--- src/rtl/dest_reg_scoreboard.sv ---
// rtl/dest_reg_scoreboard.sv - pending register-write scoreboard with RAW/WAW stall
//
// Purpose:
//   Tracks how many in-flight instructions will write each architectural
//   register. Issue-stage instructions whose sources are still pending, or
//   whose destination counter is saturated, are held by asserting stall.
//   Register 0 is never tracked.
//
// Ports:
//   Clk            in   pipeline clock, state updates on rising edge
//   Reset          in   asynchronous active-high reset
//   issue_valid    in   instruction in ID attempting to advance to EX
//   issue_regwrite in   RegWrite of the issuing instruction
//   issue_dest     in   destination register from the RegDst mux
//   rs, rt         in   source registers of the ID instruction
//   rs_used        in   instruction reads rs
//   rt_used        in   instruction reads rt
//   wb_valid       in   MEM/WB writes the register file this cycle
//   wb_dest        in   register being written back
//   kill_valid     in   a squashed in-flight writer will never write back
//   kill_dest      in   destination of the squashed writer
//   stall          out  hold PC and IF/ID, bubble into ID/EX
//   busy_mask      out  bit i set while register i has pending writes
//   err            out  sticky counter overflow/underflow flag
//
// Build option:
//   DEST_REG_SCOREBOARD_WB_BYPASS_EN - when defined, a RAW hazard on a
//   register whose last pending write is retiring this cycle is not stalled,
//   relying on the write-first register file read.

module dest_reg_scoreboard #(
  parameter int NUM_REGS = 32,
  parameter int ADDR_W   = 5,
  parameter int CNT_W    = 2
) (
  input  logic                Clk,
  input  logic                Reset,
  input  logic                issue_valid,
  input  logic                issue_regwrite,
  input  logic [ADDR_W-1:0]   issue_dest,
  input  logic [ADDR_W-1:0]   rs,
  input  logic [ADDR_W-1:0]   rt,
  input  logic                rs_used,
  input  logic                rt_used,
  input  logic                wb_valid,
  input  logic [ADDR_W-1:0]   wb_dest,
  input  logic                kill_valid,
  input  logic [ADDR_W-1:0]   kill_dest,
  output logic                stall,
  output logic [NUM_REGS-1:0] busy_mask,
  output logic                err
);

  localparam int              CNT_MAX_I = (1 << CNT_W) - 1;
  localparam logic [CNT_W-1:0] CNT_MAX  = '1;

  logic [CNT_W-1:0] count      [NUM_REGS];
  logic [CNT_W-1:0] count_next [NUM_REGS];

  logic raw_rs;
  logic raw_rt;
  logic waw;
  logic accept;
  logic dec_wb;
  logic dec_kill;
  logic err_set;
  int   sum;

  always_comb begin : hazard
    raw_rs = rs_used && (rs != '0) && (count[rs] != '0);
    raw_rt = rt_used && (rt != '0) && (count[rt] != '0);
`ifdef DEST_REG_SCOREBOARD_WB_BYPASS_EN
    // The last outstanding write is landing now; the register file forwards it.
    if (wb_valid && (wb_dest == rs) && (count[rs] == CNT_W'(1))) raw_rs = 1'b0;
    if (wb_valid && (wb_dest == rt) && (count[rt] == CNT_W'(1))) raw_rt = 1'b0;
`endif
    waw   = issue_regwrite && (issue_dest != '0) && (count[issue_dest] == CNT_MAX);
    stall = issue_valid && (raw_rs || raw_rt || waw);
  end

  assign accept   = issue_valid && issue_regwrite && !stall && (issue_dest != '0);
  assign dec_wb   = wb_valid && (wb_dest != '0);
  assign dec_kill = kill_valid && (kill_dest != '0);

  // Net change per register is inc - wb - kill; evaluate it wide so that a
  // simultaneous issue and retire on the same register cancels cleanly and
  // only a genuinely negative or oversized result flags err.
  always_comb begin : next_state
    err_set       = 1'b0;
    sum           = 0;
    count_next[0] = '0;
    for (int i = 1; i < NUM_REGS; i++) begin
      sum = int'(count[i]);
      if (accept   && (issue_dest == ADDR_W'(i))) sum = sum + 1;
      if (dec_wb   && (wb_dest    == ADDR_W'(i))) sum = sum - 1;
      if (dec_kill && (kill_dest  == ADDR_W'(i))) sum = sum - 1;
      if (sum < 0) begin
        count_next[i] = '0;
        err_set       = 1'b1;
      end else if (sum > CNT_MAX_I) begin
        count_next[i] = CNT_MAX;
        err_set       = 1'b1;
      end else begin
        count_next[i] = CNT_W'(sum);
      end
    end
  end

  always_comb begin : busy
    busy_mask[0] = 1'b0;
    for (int i = 1; i < NUM_REGS; i++) begin
      busy_mask[i] = (count[i] != '0);
    end
  end

  always_ff @(posedge Clk or posedge Reset) begin
    if (Reset) begin
      for (int i = 0; i < NUM_REGS; i++) count[i] <= '0;
      err <= 1'b0;
    end else begin
      for (int i = 0; i < NUM_REGS; i++) count[i] <= count_next[i];
      err <= err | err_set;
    end
  end

endmodule

--- config.mk ---
export PLATFORM = sky130hd
export DESIGN_NAME = dest_reg_scoreboard
export DESIGN_NICKNAME = d
export VERILOG_FILES = /design/src/rtl/dest_reg_scoreboard.sv
export SDC_FILE = /design/constraint.sdc
export NUM_CORES = 1
export LEC_CHECK = 0
export ABC_CLOCK_PERIOD_IN_PS = 12600
export CORE_MARGIN = 2
export CORE_UTILIZATION = 45
export CTS_CLUSTER_SIZE = 40
export DETAILED_ROUTE_END_ITERATION = 10
export REMOVE_ABC_BUFFERS = 1
export SYNTH_ARGS = -nofsm -noshare
export SYNTH_HDL_FRONTEND = slang
export SYNTH_SLANG_ARGS = --single-unit
--- constraint.sdc ---
create_clock -name Clk -period 12.6 [get_ports Clk]
set_input_delay 3.78 -clock Clk [delete_from_list [all_inputs] [get_ports Clk]]
set_output_delay 3.78 -clock Clk [all_outputs]
set_load 0.01 [all_outputs]
==> impl_metrics.csv <==
group,metric,value,unit
synth,synthesis.area,0.0135,mm2
synth,syn-instance-count,1814,
critical_path,timing.critical_path.arrival,7.54,ns
critical_path,critPathSlowestCell,"clkdlybuf4s50_1",
routing,drt_iter0_drc,1582,
grt,global_route.overflow_total,0,
grt,grt.total_usage,32.9,%
synth,synth_most_common_cell,"nand2_1",
floorplanning,dieArea,0.0313,mm2
critical_path,setup.worst_path.start,"issue_dest[1]",
grt,grt_antenna_before_repair,5,
synth,ys_ff_latch,63,
power,share_clk_of_total_power,11.1,%
placed_design,globalplace.congestion,1.02,
placed_design,io_buffers,65,
synth,ys.warnings.count,0,
critical_path,worst-path-buf-inv,3,
placed_design,placedCellCount,2219,
placed_design,dp_slack,1.35,ns
clock_network,post_cts.repair.setup_buffers,0,
critical_path,cp_cell_sequence,"clkdlybuf4s50_1, mux2_2, a221oi_1, nor4_1, o21a_1, nor2_1, buf_4, nand3_1, and2_1, clkdlybuf4s50_1",
power,intPower,1.23,mW
clock_network,cts_hold_repair.buffers,0,
synth,mean_cell_area_of_the_mapped_netlist,7.42,um2
clock_network,clkSlewWorstSetupHoldPaths,0.06,ns
critical_path,crit-reg2reg-launch,"count[40]$_DFF_PP0_",
critical_path,critical_path.max_fanout,30,
cells_and_area,final_instance_count_excl_fillers,2237,
power,pwr-share-comb,66.9,%
clock_network,cts.sink_count,63,
synth,synth.largest_area_cell,"ha_1",
sta,period_share,89.9,%
clock_network,cts_tree,"built",
synth,seq_area_frac_synth,11.7,%
synth,yosys_most_used_dff,"dfrtp_1",
sta,max_slew.worst_pin.slew,1.28,ns
critical_path,critPathLaunchType,"input pin",
sta,final_hold_viol_count,0,
cells_and_area,area_growth_syn_to_layout,9.51,%
floorplanning,pin_count,67,
sta,setup_repair_after_global_routing_missed_its_margin,"false",
critical_path,ff2ff_setup_slack,5.69,ns
routing,drt-total-wl,51300,um
power,power_per_cell_area,174,mW/mm2
critical_path,r2r-end,"err$_DFF_PP0_",
cells_and_area,layout.nets,2029,
routing,drc,0,
sta,slew-limit-headroom,14.2,%
cells_and_area,drive_gt1_share,8.13,%
synth,yosysTopAreaCellShare,14.5,%
clock_network,clock_tree.root_cell,"clkbuf_16",
clock_network,cts-buffers-inserted,9,
power,max-vdd-ir-drop,0.0971,mV
clock_network,htreeDepth,3,
sta,top_achievable_clock_speed,88.3,MHz
power,power.sequential.fraction,22.0,%
min_path,hp-start,"count[53]$_DFF_PP0_",
clock_network,ctsLongestPathBuffers,2,
floorplanning,placementRows,63,
critical_path,critical_path_required,8.82,ns
status,run_status,"finished, final reports clean",
cells_and_area,final_core_util,49.9,%
power,p_leak,5.71,nW
min_path,whs_path_depth,4,
routing,post_drt_via_cell_ratio,6.40,
routing,drt_first_pass_iters,5,
routing,detail_route.wl_per_cell,22.9,um
grt,grt_max_degree,64,
synth,synth.lib_cells_used.distinct,107,
min_path,hold_end,"count[52]$_DFF_PP0_",
routing,vias,14300,
job,timing.max_cap.violations,0,
synth,synth-edff-count,0,
placed_design,place_hpwl,41200,um
critical_path,worst_setup_path_end_kind,"primary output",
critical_path,critical_path.top_delay_family,"buffers and inverters",
grt,via_count_of_the_first_global_routing_pass,13200,
floorplanning,die_height,177,um
sta,maxSlewViolCount,0,
min_path,hp-class,"reg -> reg",
power,switchingPower,1.33,mW
clock_network,cts.repair.resized,0,
sta,fin_hold_ws,0.856,ns
clock_network,clkLatencyLatePin,0.37,ns
sta,fin_ws,1.28,ns
sta,tns,0,ns
critical_path,worstRegToRegCells,19,
floorplanning,core-area,0.0296,mm2
grt,grt_first_pass_wirelength,77900,um
critical_path,criticalPathCategory,"in -> out",
sta,timing.final.setup_violations,0,
synth,cells_taking_the_most_area_after_synthesis,"ha_1 (15%), dfrtp_1 (12%), nand2_1 (6.1%)",
sta,final_critical_period,11.32,ns
floorplanning,die_width,177,um
power,switching_share,52.0,%
synth,synth_commonest_cells,"nand2_1 (217), nor2_1 (206), ha_1 (156)",
floorplanning,initial_core_util,45.5,%
critical_path,worst_path_largest_cell_delay,1.32,ns
synth,async_reset_ff_share,100,%
critical_path,path_common_cell,"clkdlybuf4s50_1",
routing,drtAntennaViolNets,0,
sta,worst_clock_skew,0.00545,ns
-- metrics by stage --
step / power (mW) / cell area, um2
finish: 2.57 / 14700
global route: 2.79 / 14700
CTS: 2.53 / 14700
detailed placement: 2.23 / 14400
global placement: 2.20 / 14400
floorplan: 1.67 / 13100
-- cell usage in the layout, fill, tap and decap left out, drive strengths merged, types with 36 or more instances in the layout --
cell,Yosys,layout
nor3,83,83
dfrtp,63,63
o21ai,60,60
ha,156,156
nor2,208,208
clkdlybuf4s50,0,65
nand2,221,221
nor4,36,36
nand3,86,86
a21oi,95,95
xnor2,81,81
mux2i,62,62
inv,118,118
-- kinds of logic after synthesis --
logic type                 synth area share (%)
other                                    0.0279
adders and majority gates                  14.5
DFF                                        11.7
and+or+nand+nor                            31.6
AOI/OAI and AO/OA                          18.1
buffers and inverters                      5.71
xor gates and xnor gates                   7.59
muxes                                      10.8
-- state kept, by name (all words and copies together), names as in the netlist --
name,count
count,62
err,1
-- per-layer routing --
layer  vias to the layer above  global-route usage, %  routed length [um]
met3                       129                   7.09                4870
met4                         4                   14.6                2450
met2                       676                   48.6               21400
met1                      6821                   45.7               22600
met5                         -                      0                  27
li1                       6679                      -                   -
-- power by group through the flow --
stage,clock network [mW],logic (mW),registers (mW)
floorplan,0,1.24,0.436
global placement,0,1.65,0.558
detailed placement,0,1.68,0.552
CTS,0.289,1.70,0.548
global route,0.296,1.92,0.573
finish,0.286,1.72,0.563
-- worst min-delay path, stage by stage, from the launching register on --
cell	delay (ns)
dfrtp_1	0.36
nor2_1	0.11
mux2i_1	0.16
nor2_1	0.10
nor2_1	0.09
-- worst max path at each step --
stage          cells after the start     to
3_5_place_dp                      10  stall
5_1_grt                           10  stall
3_3_place_gp                      10  stall
4_1_cts                           10  stall
2_1_floorplan                      5  stall
6_report                          10  stall
-- area by class of cell --
cell class	instances	area, um2
clock inverters	3	40.0
repair buffers	83	786
clock buffers	13	270
fillers	2995	14800
inverters	119	447
diodes	2	5.00
well taps	390	488
flip-flops and latches	63	1580
multi-input cells	1564	11100
Power figures use the tool's default switching activity.
